===== config.mk =====
export PLATFORM = sky130hd
export DESIGN_NAME = dlfloat16_fpu_sched
export DESIGN_NICKNAME = d
export VERILOG_FILES = /design/src/rtl/dlfloat16_pkg.sv /design/src/rtl/dlfloat16_rr_arbiter.sv /design/src/rtl/dlfloat16_fpu_sched.sv
export SDC_FILE = /design/constraint.sdc
export NUM_CORES = 1
export LEC_CHECK = 0
export ABC_CLOCK_PERIOD_IN_PS = 1700
export CAP_MARGIN = 10
export CORE_AREA = 8 8 99 101
export DETAILED_ROUTE_END_ITERATION = 7
export DIE_AREA = 0 0 107 109
export HOLD_SLACK_MARGIN = 0.06
export PLACE_DENSITY = 0.79
export SYNTH_ARGS = -nofsm -noshare
export SYNTH_HDL_FRONTEND = slang
export SYNTH_SLANG_ARGS = --single-unit

===== constraint.sdc =====
create_clock -name clk -period 1.7 [get_ports clk]
set_input_delay 0.17 -clock clk [delete_from_list [all_inputs] [get_ports clk]]
set_output_delay 0.17 -clock clk [all_outputs]
set_load 0.1 [all_outputs]

===== src/rtl/dlfloat16_pkg.sv =====
// Shared definitions for the DLFloat16 FPU scheduler: widths, opcode and
// FSM state enums, exception-flag bit positions and the opcode-to-unit-select map.
package dlfloat16_pkg;

    localparam int unsigned DATA_W = 16;
    localparam int unsigned RES_W  = 20;
    localparam int unsigned FLAG_W = 5;
    localparam int unsigned ENA_W  = 4;
    localparam int unsigned CNT_W  = 3;

    // Bit positions inside {invalid, inexact, overflow, underflow, div_zero}
    localparam int unsigned FLAG_INVALID   = 4;
    localparam int unsigned FLAG_INEXACT   = 3;
    localparam int unsigned FLAG_OVERFLOW  = 2;
    localparam int unsigned FLAG_UNDERFLOW = 1;
    localparam int unsigned FLAG_DIV_ZERO  = 0;

    typedef enum logic [1:0] {
        OP_ADD  = 2'd0,
        OP_MUL  = 2'd1,
        OP_SQRT = 2'd2,
        OP_DIV  = 2'd3
    } op_e;

    typedef enum logic [1:0] {
        ST_IDLE = 2'd0,
        ST_EXEC = 2'd1,
        ST_RESP = 2'd2
    } state_e;

    // One-hot unit select for the shared FPU
    function automatic logic [ENA_W-1:0] op_to_ena(input op_e op);
        return ENA_W'(1) << op;
    endfunction

endpackage


===== src/rtl/dlfloat16_rr_arbiter.sv =====
// Round-robin arbiter: search starts at the requester after the last one
// granted; the pointer moves only when the current grant is consumed.
// Ports: clk, rst_n, req (request vector), advance (grant accepted strobe),
//        grant (one-hot), grant_idx (binary index of grant).
module dlfloat16_rr_arbiter #(
    parameter int unsigned NUM_REQ = 2,
    localparam int unsigned IW = (NUM_REQ > 1) ? $clog2(NUM_REQ) : 1
) (
    input  logic               clk,
    input  logic               rst_n,
    input  logic [NUM_REQ-1:0] req,
    input  logic               advance,
    output logic [NUM_REQ-1:0] grant,
    output logic [IW-1:0]      grant_idx
);

    logic [IW-1:0] ptr;
    logic          found;

    // First asserted request at or after the pointer, wrapping around
    always_comb begin : pick
        int unsigned k;
        k         = 0;
        found     = 1'b0;
        grant_idx = '0;
        for (int unsigned i = 0; i < NUM_REQ; i++) begin
            k = (32'(ptr) + i) % NUM_REQ;
            if (!found && req[IW'(k)]) begin
                found     = 1'b1;
                grant_idx = IW'(k);
            end
        end
        grant = found ? (NUM_REQ'(1) << grant_idx) : '0;
    end

    always_ff @(posedge clk or negedge rst_n) begin
        if (!rst_n) begin
            ptr <= '0;
        end else if (advance) begin
            ptr <= (grant_idx == IW'(NUM_REQ - 1)) ? '0 : grant_idx + IW'(1);
        end
    end

endmodule


===== src/rtl/dlfloat16_fpu_sched.sv =====
// Shares one registered DLFloat16 FPU between NUM_REQ requesters.
// One operation at a time: IDLE (arbitrate/accept) -> EXEC (drive FPU for
// LAT+1 cycles) -> RESP (hold result for the owner until it is taken).
// Ports: clk, rst_n; req_valid/req_ready/req_op/req_a/req_b (request side);
//        resp_valid/resp_ready/resp_data/resp_flags (response side);
//        fpu_ena/fpu_a/fpu_b (to FPU), fpu_result/fpu_flags (from FPU).
module dlfloat16_fpu_sched
    import dlfloat16_pkg::*;
#(
    parameter int unsigned NUM_REQ = 2,
    parameter int unsigned LAT     = 1
) (
    input  logic                    clk,
    input  logic                    rst_n,
    input  logic [NUM_REQ-1:0]      req_valid,
    output logic [NUM_REQ-1:0]      req_ready,
    input  logic [2*NUM_REQ-1:0]    req_op,
    input  logic [16*NUM_REQ-1:0]   req_a,
    input  logic [16*NUM_REQ-1:0]   req_b,
    output logic [NUM_REQ-1:0]      resp_valid,
    input  logic [NUM_REQ-1:0]      resp_ready,
    output logic [RES_W-1:0]        resp_data,
    output logic [FLAG_W-1:0]       resp_flags,
    output logic [ENA_W-1:0]        fpu_ena,
    output logic [DATA_W-1:0]       fpu_a,
    output logic [DATA_W-1:0]       fpu_b,
    input  logic [RES_W-1:0]        fpu_result,
    input  logic [FLAG_W-1:0]       fpu_flags
);

    localparam int unsigned IW = (NUM_REQ > 1) ? $clog2(NUM_REQ) : 1;

    state_e             state;
    logic [CNT_W-1:0]   cnt;
    logic               armed;
    logic [IW-1:0]      owner;
    logic [NUM_REQ-1:0] grant;
    logic [IW-1:0]      grant_idx;
    logic               accept;
    logic [1:0]         sel_op;
    logic [DATA_W-1:0]  sel_a;
    logic [DATA_W-1:0]  sel_b;

    dlfloat16_rr_arbiter #(.NUM_REQ(NUM_REQ)) u_arb (
        .clk       (clk),
        .rst_n     (rst_n),
        .req       (req_valid),
        .advance   (accept),
        .grant     (grant),
        .grant_idx (grant_idx)
    );

    // armed blocks an accept on the first edge after reset release
    assign req_ready = (state == ST_IDLE && armed) ? grant : '0;
    assign accept    = |(req_valid & req_ready);

    // Operand mux driven by the one-hot grant
    always_comb begin
        sel_op = '0;
        sel_a  = '0;
        sel_b  = '0;
        for (int unsigned i = 0; i < NUM_REQ; i++) begin
            if (grant[i]) begin
                sel_op = req_op[2*i +: 2];
                sel_a  = req_a[16*i +: 16];
                sel_b  = req_b[16*i +: 16];
            end
        end
    end

    // Scheduler FSM; FPU drive registers double as the latched operation
    always_ff @(posedge clk or negedge rst_n) begin
        if (!rst_n) begin
            state      <= ST_IDLE;
            cnt        <= '0;
            armed      <= 1'b0;
            owner      <= '0;
            resp_valid <= '0;
            resp_data  <= '0;
            resp_flags <= '0;
            fpu_ena    <= '0;
            fpu_a      <= '0;
            fpu_b      <= '0;
        end else begin
            armed <= 1'b1;
            case (state)
                ST_IDLE: begin
                    if (accept) begin
                        state   <= ST_EXEC;
                        cnt     <= '0;
                        owner   <= grant_idx;
                        fpu_ena <= op_to_ena(op_e'(sel_op));
                        fpu_a   <= sel_a;
                        fpu_b   <= sel_b;
                    end
                end
                ST_EXEC: begin
                    // cnt runs 0..LAT, giving LAT+1 EXEC cycles
                    if (cnt == CNT_W'(LAT)) begin
                        state      <= ST_RESP;
                        cnt        <= '0;
                        fpu_ena    <= '0;
                        fpu_a      <= '0;
                        fpu_b      <= '0;
                        resp_data  <= fpu_result;
                        resp_flags <= fpu_flags;
                        resp_valid <= NUM_REQ'(1) << owner;
                    end else begin
                        cnt <= cnt + CNT_W'(1);
                    end
                end
                ST_RESP: begin
                    // resp_valid is one-hot on the owner, so non-owner ready is masked
                    if (|(resp_valid & resp_ready)) begin
                        state      <= ST_IDLE;
                        resp_valid <= '0;
                    end
                end
                default: begin
                    state <= ST_IDLE;
                end
            endcase
        end
    end

endmodule


==> flow_summary_export.csv, run 1 <==
group,metric,value,unit
clock_network,root_buffer,"clkbuf_8",
setup_path,r2r_cells,5,
global_routing,grt_pass1_wl,15.8,mm
synthesis,ys_ff_latch,71,
sta,final.setup.tns,0,ns
detailed_routing,drc,0,
place,gp_congestion,0.798,
finish,area_growth,72.9,%
global_routing,grt-ovfl-total,0,
synthesis,synth_mux_area_share,0,%
global_routing,grt_max_degree,33,
sta,slew_viol_final,0,
floorplanning,fp.dieW,107,um
place,dp_hpwl,7.67,mm
setup_path,crit_required,1.53,ns
setup_path,startpoint_type,"flip-flop",
clock_network,htreeDepth,3,
synthesis,synth_nets,374,
synthesis,synth_fa_ha_area_share,0,%
min_path,hold_class,"input pin to async pin",
finish,drive_above_1_share,30.2,%
floorplanning,die_y,109,um
synthesis,synth_edf_count,0,
sta,hold_violations,0,
synthesis,syn-cell-area,0.00319,mm2
finish,seq_area,0.00178,mm2
synthesis,ys_types,30,
setup_path,r2r_slack,0.14,ns
synthesis,ys_warn_count,0,
finish,nNetsFinal,551,
setup_path,crit_type,"flip-flop to primary output",
setup_path,cp_max_fo,4,
synthesis,synth_cells,275,
outcome,outcome,"finished, final reports clean",
floorplanning,io_pins,164,
setup_path,max_stage_delay,0.40,ns
setup_path,slowest_stage,"dfrtp_1",
clock_network,cts_tree,"done",
setup_path,arrival,1.47,ns
setup_path,crit_chain,"nor3b_2, buf_4, and3_4, buf_12",
synthesis,ys_seq_area_share,55.7,%
sta,timing.fmax,610,MHz
detailed_routing,first_pass_iters,4,
synthesis,synthSimpleGateAreaFrac,13.5,%
clock_network,cts_buffers,9,
finish,diodes,0,
clock_network,cts_max_path_buffers,2,
global_routing,track_usage,17.0,%
clock_network,clk_pin_slew,0.07,ns
floorplanning,coreArea,0.00838,mm2
synthesis,async_reset_ff_share,100,%
place,io_buffers,163,
global_routing,antenna_found_initial,0,
floorplanning,rows,34,
flow_run,cap_viol_max_count,0,
sta,min_period_over_period,96.4,%
sta,setup_viol,0,
global_routing,grt_pass1_vias,3095,
sta,skew,0.00992,ns
detailed_routing,viasPerCell,4.96,
detailed_routing,ant_nets,0,
synthesis,syn_avg_cell_area,11.6,um2
setup_path,reg2reg_to,"resp_valid[1]$_DFFE_PN0P_",
floorplanning,dieArea,0.0117,mm2
detailed_routing,drtIter0Drc,135,
synthesis,synth_compound_area_share,26.2,%
finish,multi_input_area,0.00130,mm2
finish,fillers,632,
synthesis,yosys.area_share.xor_xnor,0.549,%
synthesis,synth_ff_type,"dfrtp_1",
setup_path,crit_path_end_kind,"primary output",
sta,period_minus_slack,1.64,ns
detailed_routing,vias,2803,
synthesis,synth_top_family_by_area,"compound AO/OA/AOI/OAI gates",
clock_network,clk_latency,0.33,ns
detailed_routing,totalWireLength,9.90,mm
clock_network,cts_sinks,71,
setup_path,r2r-start,"state[1]$_DFFE_PN0P_",
floorplanning,initial_core_util,38.0,%
detailed_routing,wl_per_cell,17.5,um
layout by cell type, fill, tap and decap left out, drive strengths merged, types with 2 or more instances in the layout:
master         count
clkinv             3
o21ai              4
clkbuf            10
dfrtp             71
a31oi              2
o2bb2ai           37
nor2               4
a21oi              2
a22o               2
clkdlybuf4s50     97
clkinvlp           2
nand2             80
nand2b             5
nor3b              2
buf               87
nand3              2
a22oi             32
and2               3
routing by layer:
layer	vias up	GRT usage, %	wire, um
met3	6	7.51	1010
met2	129	26.8	4640
li1	1335	-	-
met1	1333	20.5	4170
met4	0	5.03	68
met5	-	0	0
critical path, delay by kind of cell (launching register included):
family        cells  cell delay [ns]
buf+inv           2             0.33
flops             1             0.40
simple gates      2             0.41
registers in the layout, indices dropped and copies added (netlist names):
name and flops:
resp_data 20, fpu_a 16, fpu_b 16, resp_flags 5, fpu_ena 4, cnt 3, resp_valid 2, state 2
armed 1, owner 1, u_arb.ptr 1
stage by stage:
stage	cell area, um2	instances	setup WS [ns]	util (%)	hold WS [ns]
floorplan	3190	275	0.120	-	-0.126
global placement	5250	541	0.126	62.6	0.123
detailed placement	5250	541	0.0961	62.6	0.125
CTS	5490	563	0.0343	65.6	0.307
global route	5510	565	-0.0342	65.8	0.324
finish	5510	565	0.0616	65.8	0.307
worst max path at each step:
| stage | startpoint | end | slack, ns | cells past startpoint |
|---|---|---|---|---|
| final | state[0]$_DFFE_PN0P_ | req_ready[1] | 0.06 | 4 |
| after global routing | state[0]$_DFFE_PN0P_ | req_ready[1] | -0.03 | 4 |
| after CTS | state[1]$_DFFE_PN0P_ | req_ready[1] | 0.03 | 4 |
| after detailed placement | req_valid[1] | fpu_ena[1]$_DFFE_PN0P_ | 0.1 | 6 |
| after global placement | req_valid[1] | fpu_ena[0]$_DFFE_PN0P_ | 0.13 | 6 |
| after floorplan | resp_valid[0]$_DFFE_PN0P_ | resp_valid[1]$_DFFE_PN0P_ | 0.12 | 3 |
timing repair:
| action | in CTS | in global routing |
|---|---|---|
| hold endpoints to repair | 29 | 0 |
| setup endpoints to repair | 2 | 2 |
| buffers inserted | 5 | 2 |
| hold buffers | 1 | 0 |
| pin swaps | 1 | 1 |
| resized for setup | 0 | 1 |
synthesized netlist by cell type, types with 2 or more instances:
| master | n | area (um2) |
|---|---|---|
| a21oi_1 | 2 | 10.0 |
| a22o_1 | 2 | 17.5 |
| a22oi_1 | 32 | 240 |
| a31oi_1 | 2 | 12.5 |
| and2_1 | 3 | 18.8 |
| buf_2 | 13 | 65.1 |
| buf_6 | 4 | 45.0 |
| dfrtp_1 | 71 | 1780 |
| nand2_1 | 80 | 300 |
| nand2b_1 | 5 | 31.3 |
| nand3_1 | 2 | 10.0 |
| nor2_1 | 3 | 11.3 |
| nor3b_2 | 2 | 25.0 |
| o21ai_0 | 3 | 15.0 |
| o2bb2ai_1 | 11 | 96.3 |
| o2bb2ai_2 | 26 | 390 |
area by class of cell:
type | instances | share of cell area (%)
Clock buffer | 10 | 2.50
Timing Repair Buffer | 185 | 38.0
Inverter | 1 | 0.0681
Sequential cell | 71 | 32.2
Multi-Input combinational cell | 184 | 23.6
Tap cell | 108 | 2.45
Clock inverter | 6 | 1.09
cell families (layout without fill, tap and decap cells):
kind of cell	after synthesis	after routing
xor gates and xnor gates	2	2
AOI/OAI and AO/OA	83	83
DFF	71	71
buffers and inverters	20	202
other	1	1
and+or+nand+nor	98	98
Power of run 1 is left out: the tool's default activity adds up to more than one toggle a clock period on the data nets, which glitch-free logic cannot reach.
==> inputs of run 2 (changes only) <==
--- a/config.mk
+++ b/config.mk
@@ -8,10 +8,13 @@
 export ABC_CLOCK_PERIOD_IN_PS = 1700
 export CAP_MARGIN = 10
 export CORE_AREA = 8 8 99 101
+export CTS_CLUSTER_DIAMETER = 200
 export DETAILED_ROUTE_END_ITERATION = 7
 export DIE_AREA = 0 0 107 109
 export HOLD_SLACK_MARGIN = 0.06
+export MAX_ROUTING_LAYER = met4
 export PLACE_DENSITY = 0.79
+export SKIP_LAST_GASP = 1
 export SYNTH_ARGS = -nofsm -noshare
 export SYNTH_HDL_FRONTEND = slang
 export SYNTH_SLANG_ARGS = --single-unit
==> run 2 against run 1 <==
- final area did not move
- core utilization stayed put
- flip-flop and latch count is the same
- non-clock buffer count unchanged
- highest routed layer unchanged
==> flow_summary_export.csv, run 2 (synthesis results as in run 1) <==
group,metric,value,unit
sta,hold_violations,0,
setup_path,max_stage_delay,0.40,ns
clock_network,cts_buffers,9,
sta,skew,0.00989,ns
finish,drive_above_1_share,30.2,%
detailed_routing,wl_per_cell,17.5,um
setup_path,reg2reg_to,"resp_valid[1]$_DFFE_PN0P_",
clock_network,clk_pin_slew,0.07,ns
setup_path,r2r-start,"state[1]$_DFFE_PN0P_",
place,gp_congestion,0.809,
sta,min_period_over_period,96.3,%
sta,holdWs,0.307,ns
floorplanning,rows,34,
floorplanning,fp.dieW,107,um
clock_network,root_buffer,"clkbuf_8",
global_routing,track_usage,17.4,%
finish,nNetsFinal,551,
setup_path,arrival,1.47,ns
setup_path,r2r_cells,5,
finish,final_common_cell,"clkdlybuf4s50_1",
clock_network,cts_sinks,71,
detailed_routing,vias,2833,
sta,setup_viol,0,
detailed_routing,drtIter0Drc,134,
sta,final.setup.tns,0,ns
sta,timing.fmax,611,MHz
finish,fin_util,65.8,%
finish,final_cell_mix,"clkdlybuf4s50_1 (97), nand2_1 (80), dfrtp_1 (71)",
setup_path,crit_chain,"nor3b_2, buf_4, and3_4, buf_12",
sta,period_minus_slack,1.64,ns
floorplanning,dieArea,0.0117,mm2
setup_path,startpoint_type,"flip-flop",
setup_path,slowest_stage,"dfrtp_1",
floorplanning,initial_core_util,38.0,%
clock_network,htreeDepth,3,
global_routing,grt-ovfl-total,0,
setup_path,r2r_slack,0.14,ns
setup_path,crit_type,"flip-flop to primary output",
place,dp_hpwl,7.67,mm
global_routing,grt_pass1_vias,3120,
global_routing,grt_max_degree,33,
outcome,outcome,"finished, final reports clean",
setup_path,worstSetupEndpoint,"req_ready[1]",
detailed_routing,first_pass_iters,4,
floorplanning,die_y,109,um
finish,diodes,0,
clock_network,clk_latency,0.33,ns
place,io_buffers,163,
sta,slew_viol_final,0,
finish,largest-register,"resp_data",
global_routing,antenna_found_initial,0,
detailed_routing,totalWireLength,9.91,mm
flow_run,cap_viol_max_count,0,
clock_network,cts_max_path_buffers,2,
setup_path,crit_path_end_kind,"primary output",
place,place_inst,541,
detailed_routing,ant_nets,0,
setup_path,cp_max_fo,4,
floorplanning,io_pins,164,
finish,final_cells,565,
clock_network,cts_tree,"done",
setup_path,crit_start,"state[0]$_DFFE_PN0P_",
detailed_routing,drc,0,
finish,largest_reg_flops,20,
finish,reg.largest.list,"resp_data: 20 flops, fpu_a: 16 flops, fpu_b: 16 flops",
min_path,hold_class,"input pin to async pin",
finish,area_growth,72.9,%
global_routing,grt_pass1_wl,15.7,mm
detailed_routing,viasPerCell,5.01,
floorplanning,coreArea,0.00838,mm2
setup_path,crit_required,1.53,ns
==> run 2: final cells by class <==
cell class	count	area, um2
Clock buffer	10	138
Clock inverter	6	60.1
Fill cell	632	2870
Inverter	1	3.75
Multi-Input combinational cell	184	1300
Sequential cell	71	1780
Tap cell	108	135
Timing Repair Buffer	185	2100
==> run 2: worst max-delay path: cells and delay by family, from the launching register on <==
kind                   cells  cell delay, ns
buffers and inverters      2            0.33
DFF                        1            0.40
and+or+nand+nor            2            0.41
==> run 2: worst min path at each step <==
stage / slack, ns / end / cells after the start / from
6_report: 0.31 / resp_data[1]$_DFFE_PN0P_ / 2 / rst_n
4_1_cts: 0.31 / resp_data[7]$_DFFE_PN0P_ / 2 / rst_n
3_5_place_dp: 0.13 / resp_data[1]$_DFFE_PN0P_ / 1 / rst_n
2_1_floorplan: -0.13 / armed$_DFF_PN0_ / 0 / rst_n
3_3_place_gp: 0.12 / resp_data[1]$_DFFE_PN0P_ / 1 / rst_n
5_1_grt: 0.32 / resp_data[1]$_DFFE_PN0P_ / 2 / rst_n
==> run 2: metrics by stage <==
stage | worst slack, ns | area [um2]
2_1_floorplan | 0.120 | 3190
3_3_place_gp | 0.126 | 5250
3_5_place_dp | 0.0961 | 5250
4_1_cts | 0.0343 | 5490
5_1_grt | -0.0342 | 5510
6_report | 0.0622 | 5510
==> run 2: repair_timing <==
| item | in CTS | in global routing |
|---|---|---|
| hold buffers | 1 | 0 |
| buffers inserted | 5 | 2 |
| pin swaps | 1 | 1 |
| hold endpoints to repair | 29 | 0 |
| gates resized for setup | 0 | 1 |
| setup endpoints to repair | 2 | 2 |
==> run 2: layer usage <==
metal  global-route usage [%]  vias up  share of wire [%]
met5                        -        -                  0
li1                         -     1335                  -
met4                     5.03        0               0.61
met3                     5.38        6                7.9
met2                     26.8      137                 47
met1                     21.7     1355                 44
Power of run 2 is left out for the same reason.
